[config.mk]
export PLATFORM = sky130hd
export DESIGN_NAME = multi_timer
export DESIGN_NICKNAME = d
export VERILOG_FILES = /design/src/rtl/multi_timer.sv
export SDC_FILE = /design/constraint.sdc
export NUM_CORES = 1
export LEC_CHECK = 0
export ABC_AREA = 1
export BUFFER_PORTS_ARGS = -buffer_cell sky130_fd_sc_hd__clkbuf_2
export CAP_MARGIN = 20
export CELL_PAD_IN_SITES_DETAIL_PLACEMENT = 0
export CELL_PAD_IN_SITES_GLOBAL_PLACEMENT = 1
export CORE_ASPECT_RATIO = 2
export CORE_MARGIN = 1
export CORE_UTILIZATION = 45
export DETAILED_ROUTE_END_ITERATION = 16
export GPL_ROUTABILITY_DRIVEN = 0
export PLACE_DENSITY_LB_ADDON = 0.1
export SYNTH_ARGS = -nofsm -noshare
export SYNTH_HDL_FRONTEND = slang
export SYNTH_SLANG_ARGS = --single-unit
[constraint.sdc]
create_clock -name clk -period 3.35 [get_ports clk]
set_input_delay 0.335 -clock clk [delete_from_list [all_inputs] [get_ports clk]]
set_output_delay 0.335 -clock clk [all_outputs]
set_load 0.01 [all_outputs]
[src/rtl/multi_timer.sv]
// Bank of NUM_CH down-counting timers behind a word-addressed register port.
// Each channel runs IDLE/LOAD/CNT/INT and raises a maskable pending interrupt on expiry.
module multi_timer #(
  parameter int NUM_CH = 2,
  parameter int CNT_W  = 32
) (
  input  logic              clk,
  input  logic              reset,
  input  logic [31:2]       Addr,
  input  logic              WE,
  input  logic [31:0]       Din,
  output logic [31:0]       Dout,
  output logic [NUM_CH-1:0] IRQ_vec,
  output logic              IRQ
);

  typedef enum logic [1:0] {IDLE, LOAD, CNT, INT} state_t;

  logic [1:0]       ch_sel;
  logic [1:0]       reg_sel;
  logic [3:0]       ctrl_rd    [NUM_CH];
  logic [CNT_W-1:0] preset_rd  [NUM_CH];
  logic [CNT_W-1:0] count_rd   [NUM_CH];
  logic [NUM_CH-1:0] pending_rd;
  logic             unused_bits;

  assign ch_sel      = Addr[5:4];
  assign reg_sel     = Addr[3:2];
  assign unused_bits = ^{Addr[31:6], Din};

  for (genvar k = 0; k < NUM_CH; k++) begin : g_ch
    state_t           state;
    logic [3:0]       ctrl;
    logic [CNT_W-1:0] preset;
    logic [CNT_W-1:0] count;
    logic             pending;
    logic             sel;

    // Channel numbers at or above NUM_CH never match, so those writes are dropped.
    assign sel = WE && (ch_sel == 2'(k));

    always_ff @(posedge clk) begin
      if (reset) begin
        state   <= IDLE;
        ctrl    <= '0;
        preset  <= '0;
        count   <= '0;
        pending <= 1'b0;
      end else if (sel) begin
        // A write to this channel freezes its FSM for the cycle.
        case (reg_sel)
          2'd0:    ctrl   <= Din[3:0];
          2'd1:    preset <= Din[CNT_W-1:0];
          2'd2:    count  <= Din[CNT_W-1:0];
          default: if (Din[0]) pending <= 1'b0;
        endcase
      end else begin
        case (state)
          IDLE: begin
            if (ctrl[0]) begin
              state   <= LOAD;
              pending <= 1'b0;
            end
          end
          LOAD: begin
            count <= preset;
            state <= CNT;
          end
          CNT: begin
            if (!ctrl[0]) begin
              state <= IDLE;
            end else if (count > CNT_W'(1)) begin
              count <= count - CNT_W'(1);
            end else begin
              count   <= '0;
              pending <= 1'b1;
              state   <= INT;
            end
          end
          INT: begin
            // Mode 00 is one-shot; every other mode reloads.
            if (ctrl[2:1] == 2'b00) begin
              ctrl[0] <= 1'b0;
              state   <= IDLE;
            end else begin
              state <= LOAD;
            end
          end
          default: state <= IDLE;
        endcase
      end
    end

    assign ctrl_rd[k]    = ctrl;
    assign preset_rd[k]  = preset;
    assign count_rd[k]   = count;
    assign pending_rd[k] = pending;
    assign IRQ_vec[k]    = pending & ctrl[3];
  end

  always_comb begin
    Dout = '0;
    for (int k = 0; k < NUM_CH; k++) begin
      if (ch_sel == 2'(k)) begin
        case (reg_sel)
          2'd0:    Dout = {28'd0, ctrl_rd[k]};
          2'd1:    Dout = 32'(preset_rd[k]);
          2'd2:    Dout = 32'(count_rd[k]);
          default: Dout = {31'd0, pending_rd[k]};
        endcase
      end
    end
  end

  assign IRQ = |IRQ_vec;

endmodule

== Yosys cells after proc, flatten, opt, wreduce, memory -nomap -nowiden ==
Cells that the tools add are included.

* Equality and inequality tests: 27
* Add/subtract/negate cells: 2
* Reductions and logical operators: 30
* Magnitude comparators: 2
* Mux-type cells: 43
* Bitwise gates (word level): 4

{| class="wikitable"
|+ Operators by type and width
! kind !! count
|-
| 2-to-1 mux 32 bit || 9
|-
| one-hot mux 32 bit (3 select lines) || 2
|-
| one-hot mux 32 bit (2 select lines) || 2
|-
| > comparator 32 x 1 -> 1 bit, second input constant || 2
|-
| subtractor 32 x 1 -> 32 bit, second input constant || 2
|-
| inequality test 3 bit, second input constant || 8
|-
| 2-to-1 mux 1 bit || 20
|-
| AND reduction 3 bit || 6
|-
| one-hot mux 2 bit (4 select lines) || 2
|-
| logical NOT 2 bit || 6
|-
| 2-to-1 mux 2 bit || 6
|-
| inequality test 2 bit, second input constant || 6
|-
| AND reduction 6 bit || 2
|-
| nonzero test 3 bit || 4
|-
| == test 2 bit, second input constant || 5
|-
| == test 2 x 1 -> 1 bit, second input constant || 4
|-
| inequality test 2 x 1 -> 1 bit, second input constant || 4
|-
| AND reduction 2 bit || 4
|-
| nonzero test 2 bit || 4
|-
| one-hot mux 1 bit (2 select lines) || 2
|-
| OR reduction 3 bit || 1
|-
| bitwise AND 1 bit || 2
|-
| logical AND 1 bit || 2
|-
| inverter 1 bit || 2
|-
| OR reduction 2 bit || 1
|}

* Flip-flop bits (word level): 142
* Input port bits: 65
* Logic and storage cells: 120

== Longest topological paths before layout ==
Gate-level depths: netlist of the first run.

* Depth after elaboration: 5
* Mapped depth: 11
* Depth with buffers taken out: 11

== Least setup slack after synthesis of the first run ==
No wires, ideal clock.

* Path type: input to output
* From: in Addr[5] (netlist bit)
* To: out Dout[20]
* Path slack: 1,711 ps
* Stages on the path: 6
* Data arrival time: 1,304 ps
* Cells stage by stage: inv_1 > nand2_2 > inv_1 > clkbuf_1 > clkbuf_1 > a22o_1

* Longest elaborated chain between the ends: 3

{| class="wikitable"
|+ RTL lines
! what !! line !! text
|-
| from (decl) || 9 || <nowiki>input logic [31:2] Addr,</nowiki>
|-
| logical NOT 2 bit || 104 || <nowiki>if (ch_sel == 2'(k)) begin</nowiki>
|-
| 2-to-1 mux 32 bit || 104 ||
|-
| 2-to-1 mux 32 bit (*) || 104 ||
|-
| to (decl) || 12 || <nowiki>output logic [31:0] Dout,</nowiki>
|}

Every way passes the cells marked *; elsewhere a longest branch is shown, timed or not.

== Worst setup path in the final report of the first run ==
* From: in Addr[2] (netlist bit)
* To: out Dout[16]

* Longest elaborated chain between the ends: 4

{| class="wikitable"
|+ RTL lines
! what !! line !! text
|-
| == test 2 bit (tied with other cells) || 105 || <nowiki>case (reg_sel)</nowiki>
|-
| one-hot mux 32 bit (3 select lines) || 105 ||
|-
| 2-to-1 mux 32 bit || 104 ||
|-
| 2-to-1 mux 32 bit (*) || 104 ||
|}

Marks and branches as above.

==> results.py, run 1 <==
metrics = {
    "critical_path": {
        "end_kind": "output port",
        "cp_cell_sequence": "clkbuf_2 -> inv_1 -> nor2_2 -> inv_2 -> buf_12 -> o22ai_1 -> a22o_1 -> clkbuf_2",
        "start_kind": "input port",
        "critPathSlowestCell": "inv_2",
        "crit_arrival_ns": 2.07,
        "required_ns": 3.01,
        "cp_common_cell": "clkbuf_2",
        "crit_type": "input port to output port",
        "critical-path-max-stage-delay_ns": 0.53,
        "path_max_fanout": 35,
    },
    "sta": {
        "fin_crit_sh": 0.717,
        "setup_viol": 0,
        "skew_ns": 0.00974,
        "rsz0062_at_grt": "false",
        "finalMaxSlewViolations": 0,
        "worstMarginPinSlew_ns": 0.945,
        "clock.fmax_ghz": 0.417,
        "hold_viol_final": 0,
        "period_needed_ns": 2.40,
        "relSlewSlack": 0.370,
        "fin_tns_setup_ns": 0,
    },
    "power_and_ir_drop": {
        "ir_drop_mv": 0.460,
        "leakage_nw": 4.19,
        "p_per_area_nw_per_um2": 750,
    },
    "yosys": {
        "syn_area_um2": 8910,
        "syn_inst": 1397,
        "ys_ff_latch": 142,
        "avgSynthCellArea_um2": 6.38,
        "syn_nets": 1466,
        "yosys_warnings": 0,
        "ys_seq_area_frac": 0.319,
        "yosysUniqueCellTypes": 37,
    },
    "cells_and_area": {
        "final_util": 0.516,
        "fin_nets": 1496,
        "drive_gt1_frac": 0.105,
        "antenna_cells": 0,
        "fill_cells": 2089,
        "area_growth_pct": 12.1,
    },
    "cts": {
        "cts_tree": "done",
        "ctsResizeCount": 0,
        "root_buffer": "clkbuf_16",
        "post_cts_buffers": 0,
        "cts_max_path_buffers": 2,
        "cts_buffers": 17,
        "cts.htree.levels": 4,
        "worstSkewPairLatency_ns": 0.44,
        "hold_buffers": 0,
        "clock-sinks": 142,
        "path_clk_slew_ns": 0.06,
    },
    "routing": {
        "dr.pass1.iters": 5,
        "vias": 9475,
        "avgViaCountPerCell": 5.58,
        "drc": 0,
        "wirelength_um": 30300,
        "wire_per_inst_um": 17.8,
        "ant_nets": 0,
        "drtIter0Drc": 583,
    },
    "global_route": {
        "grt_pass1_wl_um": 46900,
        "grt_max_degree": 106,
        "grt_use_total": 0.301,
        "antenna_found_initial": 0,
        "grt_pass1_vias": 8711,
        "overflow": 0,
    },
    "floorplan": {
        "io_pins": 100,
        "coreArea_um2": 19400,
        "rows": 72,
        "die_h_um": 201,
        "die_w_um": 102,
        "die-area_um2": 20400,
        "initial_core_util": 0.460,
    },
    "hold_path": {
        "hp-class": "input port to register",
    },
    "status": {
        "status": "finished, final reports clean",
    },
    "run": {
        "maxCapViolations": 0,
    },
    "place": {
        "portBuffers": 73,
        "dp_hpwl_um": 22500,
    },
}
-- logic make-up (layout without fill, tap and decap cells) --
family / Yosys count / in the layout / synth area share
adder cells (fa/ha/maj): 4 / 4 / 0.00562
XOR/XNOR: 31 / 31 / 0.0305
flip-flops: 142 / 142 / 0.319
AO/OA/AOI/OAI: 482 / 482 / 0.307
AND/OR/NAND/NOR: 458 / 458 / 0.212
buffers and inverters: 280 / 323 / 0.127
-- cell usage after synthesis --
cell / number / area [um2]
o21ai_1: 2 / 10.0
a21oi_1: 144 / 721
a31oi_1: 1 / 6.26
o21a_1: 2 / 15.0
a21oi_2: 1 / 8.76
nor3_1: 2 / 10.0
or2_0: 1 / 6.26
ha_1: 4 / 50.1
nor2_1: 210 / 788
nand3_1: 51 / 255
nand3b_1: 1 / 7.51
a22o_1: 28 / 245
xor2_1: 31 / 272
a221oi_1: 1 / 8.76
or2_2: 1 / 6.26
inv_1: 193 / 724
buf_1: 2 / 7.51
o22ai_1: 123 / 769
o21bai_1: 2 / 15.0
and2_1: 1 / 6.26
o41ai_1: 2 / 17.5
o21ai_4: 1 / 16.3
inv_2: 10 / 37.5
buf_2: 20 / 100
o21ai_0: 168 / 841
nor2_2: 7 / 43.8
dfxtp_1: 142 / 2840
nand2_2: 2 / 12.5
clkbuf_1: 45 / 169
o21ai_2: 3 / 26.3
o221ai_1: 2 / 17.5
nand4_1: 9 / 56.3
nand2_1: 167 / 627
buf_6: 4 / 45.0
nor2_4: 6 / 67.6
o211ai_1: 2 / 15.0
buf_4: 6 / 45.0
-- area by class of cell --
class	count	area [um2]	share of cell area
Timing Repair Buffer	88	515	0.0516
Inverter	203	762	0.0763
Tap cell	259	324	0.0324
Clock buffer	21	460	0.0461
Multi-Input combinational cell	975	4940	0.495
Clock inverter	11	140	0.0140
Sequential cell	142	2840	0.285
-- worst max-delay path: cells and delay by family --
kind	cells	cell delay (ns)
buffers and inverters	5	1.20
and+or+nand+nor	1	0.08
AOI/OAI and AO/OA	2	0.43
-- registers in the layout, summed over array words and instances, names as in the netlist --
register	cells
g_ch.count	64
g_ch.preset	64
g_ch.ctrl	8
g_ch.state	4
g_ch.pending	2
-- power by group --
group	leakage (nW)	internal [W]	switching (W)
sequential	1.16	0.00192	0.000270
combinational	2.74	0.00102	0.00230
clock	0.297	0.00121	0.000777
-- routing by layer --
| layer | share of wire | GRT usage |
|---|---|---|
| met1 | 0.43 | 0.393 |
| met2 | 0.47 | 0.474 |
| met4 | 0.049 | 0.173 |
| met5 | 0 | 0 |
| met3 | 0.047 | 0.0331 |
-- layout by cell type (no fill, tap or decap), types with 8 or more instances in the layout --
master,netlist,routed
a21oi_1,144,144
a22o_1,28,28
buf_4,6,12
clkbuf_16,0,17
clkbuf_2,0,73
dfxtp_1,142,142
inv_1,193,192
inv_2,10,11
nand2_1,167,167
nand3_1,51,51
nand4_1,9,9
nor2_1,210,209
nor2_2,7,8
o21ai_0,168,168
o22ai_1,123,123
xor2_1,31,31
-- worst paths after layout --
check | slack (ns) | depth (start not counted) | start | endpoint
hold reg to reg | 0.47 | 2 | g_ch[1].preset[5] | g_ch[1].preset[5]
setup reg to reg | 1.05 | 9 | g_ch[0].count[0] | g_ch[0].count[13]
hold / removal | 0.18 | 2 | reset | g_ch[0].state[0]
setup / recovery | 0.95 | 8 | Addr[2] | Dout[16]
-- metrics by stage --
step                      setup WS (ns)  hold slack [ns]  instances  total power [W]  cell area, um2
after CTS                         0.981            0.161       1699          0.00751            9990
after global placement            0.977            0.457       1667          0.00548            9390
after detailed placement          0.986            0.463       1667          0.00551            9390
after floorplan                    1.71            0.404       1397          0.00457            8910
after global routing              0.816            0.177       1699          0.00799            9990
final                             0.949            0.180       1699          0.00749            9990
(Power assumes the default switching activity.)
==> inputs of run 2 (changes only) <==
Settings changed: CORE_UTILIZATION 45 to 38.
Clock period 3.35 ns to 2 ns, I/O delays scaled along.
==> results.py, run 2 (synthesis gave the netlist of run 1 again) <==
metrics = {
    "status": {
        "status": "finished, final reports clean",
    },
    "hold_path": {
        "hp-class": "input port to register",
    },
    "run": {
        "maxCapViolations": 0,
    },
    "cells_and_area": {
        "fin_nets": 1568,
        "antenna_cells": 0,
        "final_cell_mix": "209 x nor2_1, 192 x inv_1, 167 x nand2_1, 167 x o21ai_0, 144 x a21oi_1",
        "area_growth_pct": 19.1,
        "fill_cells": 2437,
        "final_common_cell": "nor2_1",
        "drive_gt1_frac": 0.146,
        "final_area_um2": 10600,
        "top_regs": "g_ch.count x64, g_ch.preset x64, g_ch.ctrl x8",
    },
    "power_and_ir_drop": {
        "ir_drop_mv": 0.669,
        "leakage_nw": 4.56,
        "p_total_w": 0.0133,
        "p_per_area_nw_per_um2": 1260,
    },
    "critical_path": {
        "end_kind": "register",
        "start_kind": "register",
        "crit_type": "register to register",
        "crit_arrival_ns": 2.22,
        "critical-path-max-stage-delay_ns": 0.33,
        "critPathSlowestCell": "dfxtp_1",
        "required_ns": 2.34,
        "path_max_fanout": 28,
        "cp_cell_sequence": "nor2_1 -> nand2_1 -> nor2_1 -> nand3_1 -> nor2_1 -> nor2_2 -> buf_12 -> o21ai_0 -> a21oi_1",
        "cp_common_cell": "nor2_1",
    },
    "routing": {
        "vias": 9776,
        "wire_per_inst_um": 18.7,
        "drtIter0Drc": 804,
        "drc": 0,
        "avgViaCountPerCell": 5.46,
        "ant_nets": 0,
        "wirelength_um": 33500,
        "dr.pass1.iters": 5,
    },
    "sta": {
        "setup_viol": 0,
        "worstMarginPinSlew_ns": 0.666,
        "relSlewSlack": 0.556,
        "period_needed_ns": 1.88,
        "fin_ws_ns": 0.118,
        "skew_ns": 0.00854,
        "clock.fmax_ghz": 0.531,
        "rsz0062_at_grt": "false",
        "fin_crit_sh": 0.941,
        "finalMaxSlewViolations": 0,
        "hold_viol_final": 0,
    },
    "place": {
        "portBuffers": 73,
        "dp_hpwl_um": 25000,
        "placed_cell_area_um2": 10000,
        "place_ws_ns": -0.107,
    },
    "global_route": {
        "antenna_found_initial": 0,
        "overflow": 0,
        "grt_pass1_wl_um": 51500,
        "grt_max_degree": 140,
        "grt_use_total": 0.288,
        "grt_pass1_vias": 9239,
    },
    "cts": {
        "cts_max_path_buffers": 2,
        "post_cts_buffers": 0,
        "cts_tree": "done",
        "path_clk_slew_ns": 0.06,
        "root_buffer": "clkbuf_16",
        "cts.htree.levels": 4,
        "worstSkewPairLatency_ns": 0.45,
        "clock-sinks": 142,
        "cts_buffers": 17,
    },
    "floorplan": {
        "die-area_um2": 24100,
        "initial_core_util": 0.390,
        "io_pins": 100,
        "coreArea_um2": 22800,
        "rows": 78,
        "die_h_um": 219,
        "die_w_um": 110,
    },
}
run 2: cell types whose count changed in the layout (fill, tap and decap cells not counted), moves of 2 or more:
cell	previous run	this run
buf_12	3	9
clkbuf_1	2	4
bufinv_16	3	1
clkbuf_8	2	4
nor2_4	6	9
clkinv_4	2	0
clkinv_2	5	7
buf_6	0	2
buf_4	12	74
run 2: final cells by class:
| cell class | instances | area (um2) | share of cell area |
|---|---|---|---|
| Tap cell | 280 | 350 | 0.0330 |
| Sequential cell | 142 | 2840 | 0.268 |
| Multi-Input combinational cell | 977 | 4980 | 0.469 |
| Clock inverter | 7 | 60.1 | 0.00566 |
| Timing Repair Buffer | 158 | 1120 | 0.106 |
| Inverter | 203 | 763 | 0.0719 |
| Clock buffer | 25 | 495 | 0.0467 |
run 2: per-layer routing:
metal / track usage / vias to the layer above / wire, um
li1: - / 4897 / -
met1: 0.366 / 4503 / 14200
met2: 0.472 / 298 / 16300
met3: 0.0376 / 78 / 1350
met4: 0.136 / 0 / 1620
met5: 0 / - / 0
run 2: final timing paths:
kind | cells past startpoint | to | startpoint | slack (ns)
min reg2reg | 2 | g_ch[1].preset[11] | g_ch[1].preset[11] | 0.48
max | 9 | g_ch[1].count[15] | g_ch[1].count[24] | 0.12
max reg2reg | 9 | g_ch[1].count[15] | g_ch[1].count[24] | 0.12
min | 2 | g_ch[0].state[0] | reset | 0.03
run 2: repair_timing:
item                       CTS  global route
cloned                       1             1
pin swaps                    1             1
setup endpoints to repair   17            23
resized for setup            1             6
hold buffers                 0             0
run 2: stage by stage:
step | hold slack (ns) | TNS [ns] | std cells | util
2_1_floorplan | 0.269 | 0 | 1397 | -
3_3_place_gp | 0.456 | -0.163 | 1758 | 0.439
3_5_place_dp | 0.464 | -0.600 | 1758 | 0.439
4_1_cts | 0.0208 | 0 | 1791 | 0.463
5_1_grt | 0.0315 | 0 | 1792 | 0.465
6_report | 0.0338 | 0 | 1792 | 0.465
run 2: worst max-delay path, delay by kind of cell (launching register included):
kind	cells	cell delay [ns]
DFF	1	0.33
AOI/OAI and AO/OA	2	0.17
and+or+nand+nor	6	1.09
buffers and inverters	1	0.17
run 2: report_power, final:
part / internal (W) / switching, W
clock: 0.00183 / 0.00130
sequential: 0.00321 / 0.000354
combinational: 0.00233 / 0.00430
total: 0.00737 / 0.00595
==> inputs of run 3 (changes only) <==
Settings changed: GPL_TIMING_DRIVEN set to 0.
==> results.py, run 3 (synthesis gave the netlist of run 1 again) <==
metrics = {
    "cts": {
        "cts.htree.levels": 4,
        "cts_buffers": 17,
        "clock-sinks": 142,
        "root_buffer": "clkbuf_16",
        "worstSkewPairLatency_ns": 0.46,
        "cts_tree": "done",
        "path_clk_slew_ns": 0.06,
        "cts_max_path_buffers": 2,
    },
    "critical_path": {
        "critPathSlowestCell": "clkbuf_4",
        "required_ns": 1.80,
        "end_kind": "output port",
        "start_kind": "input port",
        "crit_buf_inv": 6,
        "crit_arrival_ns": 1.75,
        "cp_cell_sequence": "clkbuf_2 -> inv_2 -> nor2_4 -> inv_2 -> buf_2 -> clkbuf_4 -> o22ai_1 -> a22o_1 -> clkbuf_2",
        "critical-path-max-stage-delay_ns": 0.33,
        "crit_type": "input port to output port",
        "path_max_fanout": 10,
        "cp_top_family": "buffers and inverters",
    },
    "sta": {
        "fin_crit_sh": 0.975,
        "rsz0062_at_grt": "true",
        "worstMarginPinSlew_ns": 0.787,
        "relSlewSlack": 0.476,
        "finalMaxSlewViolations": 0,
        "skew_ns": 0.00701,
        "hold_viol_final": 0,
        "setup_viol": 0,
        "clock.fmax_ghz": 0.513,
        "fin_tns_setup_ns": 0,
        "period_needed_ns": 1.95,
    },
    "routing": {
        "wire_per_inst_um": 20.5,
        "drtIter0Drc": 668,
        "ant_nets": 0,
        "dr.pass1.iters": 5,
        "vias": 9800,
        "drc": 0,
        "avgViaCountPerCell": 5.48,
        "wirelength_um": 36700,
    },
    "cells_and_area": {
        "fill_cells": 2517,
        "final_common_cell": "nor2_1",
        "top_regs": "g_ch.count x64, g_ch.preset x64, g_ch.ctrl x8",
        "final_util": 0.457,
        "drive_gt1_frac": 0.128,
        "fin_nets": 1565,
        "regArea_um2": 2840,
        "final_cell_mix": "205 x nor2_1, 193 x inv_1, 167 x nand2_1, 167 x o21ai_0, 144 x a21oi_1",
        "antenna_cells": 0,
        "area_growth_pct": 17.0,
        "multi_input_area_um2": 5000,
    },
    "global_route": {
        "antenna_found_initial": 0,
        "grt_pass1_wl_um": 55200,
        "grt_max_degree": 17,
        "grt_pass1_vias": 9567,
        "grt_use_total": 0.318,
        "overflow": 0,
    },
    "floorplan": {
        "io_pins": 100,
        "die_h_um": 219,
        "die-area_um2": 24100,
        "initial_core_util": 0.390,
        "die_w_um": 110,
        "coreArea_um2": 22800,
        "rows": 78,
    },
    "place": {
        "portBuffers": 73,
        "dp_hpwl_um": 29800,
    },
    "hold_path": {
        "hp-class": "input port to register",
    },
    "status": {
        "status": "finished, final reports clean",
    },
    "power_and_ir_drop": {
        "p_total_w": 0.0134,
        "leakage_nw": 4.40,
        "ir_drop_mv": 0.725,
        "p_per_area_nw_per_um2": 1290,
    },
    "run": {
        "maxCapViolations": 0,
    },
}
run 3: what timing repair did:
item | in CTS | in global routing
endpoints found under the hold margin | 2 | 0
endpoints found under the setup margin | 95 | 71
resized for setup | 10 | 31
buffers inserted | 3 | 3
pin swaps | 2 | 1
hold buffers | 1 | 0
gates cloned | 0 | 0
run 3: path summary, 6_finish.rpt:
check | from | cells past startpoint | end | slack [ns]
hold / removal | reset | 3 | g_ch[1].pending | 0.06
hold reg to reg | g_ch[0].preset[30] | 2 | g_ch[0].preset[30] | 0.48
setup / recovery | Addr[3] | 9 | Dout[28] | 0.05
setup reg to reg | g_ch[1].count[14] | 8 | g_ch[1].count[16] | 0.06
run 3: layout make-up:
| type | count | share of cell area |
|---|---|---|
| Multi-Input combinational cell | 975 | 0.480 |
| Buffer | 77 | 0.0376 |
| Inverter | 203 | 0.0731 |
| Sequential cell | 142 | 0.273 |
| Tap cell | 280 | 0.0336 |
| Timing Repair Buffer | 80 | 0.0415 |
| Clock buffer | 19 | 0.0434 |
| Clock inverter | 13 | 0.0185 |
run 3: where the power goes:
| group | total [W] | internal (W) | switching [W] |
|---|---|---|---|
| clock network | 0.00359 | 0.00226 | 0.00133 |
| registers | 0.00366 | 0.00321 | 0.000452 |
| logic | 0.00616 | 0.00190 | 0.00426 |
| total | 0.0134 | 0.00737 | 0.00605 |
run 3: metrics by stage:
step	instance area [um2]	setup WS, ns	std cells	hold slack (ns)
6_report	10400	0.0496	1789	0.0608
3_5_place_dp	9630	-0.208	1750	0.468
2_1_floorplan	8910	0.401	1397	0.269
5_1_grt	10400	-0.00642	1789	0.0723
3_3_place_gp	9630	-0.198	1750	0.462
4_1_cts	10300	0.00204	1786	0.0617
run 3: metal layers:
| layer | share of wire | track usage | vias up |
|---|---|---|---|
| li1 | - | - | 4895 |
| met1 | 0.39 | 0.349 | 4513 |
| met2 | 0.50 | 0.551 | 293 |
| met3 | 0.035 | 0.0424 | 99 |
| met4 | 0.073 | 0.215 | 0 |
| met5 | 0 | 0 | - |
run 3: worst register-to-register path, cell delays in order, from the launching register on:
cell     delay [ns]
dfxtp_1        0.36
nor2_1         0.35
nand4_1        0.37
nor2_4         0.26
nor2_2         0.06
buf_6          0.14
buf_12         0.13
o21ai_0        0.08
a21oi_1        0.08
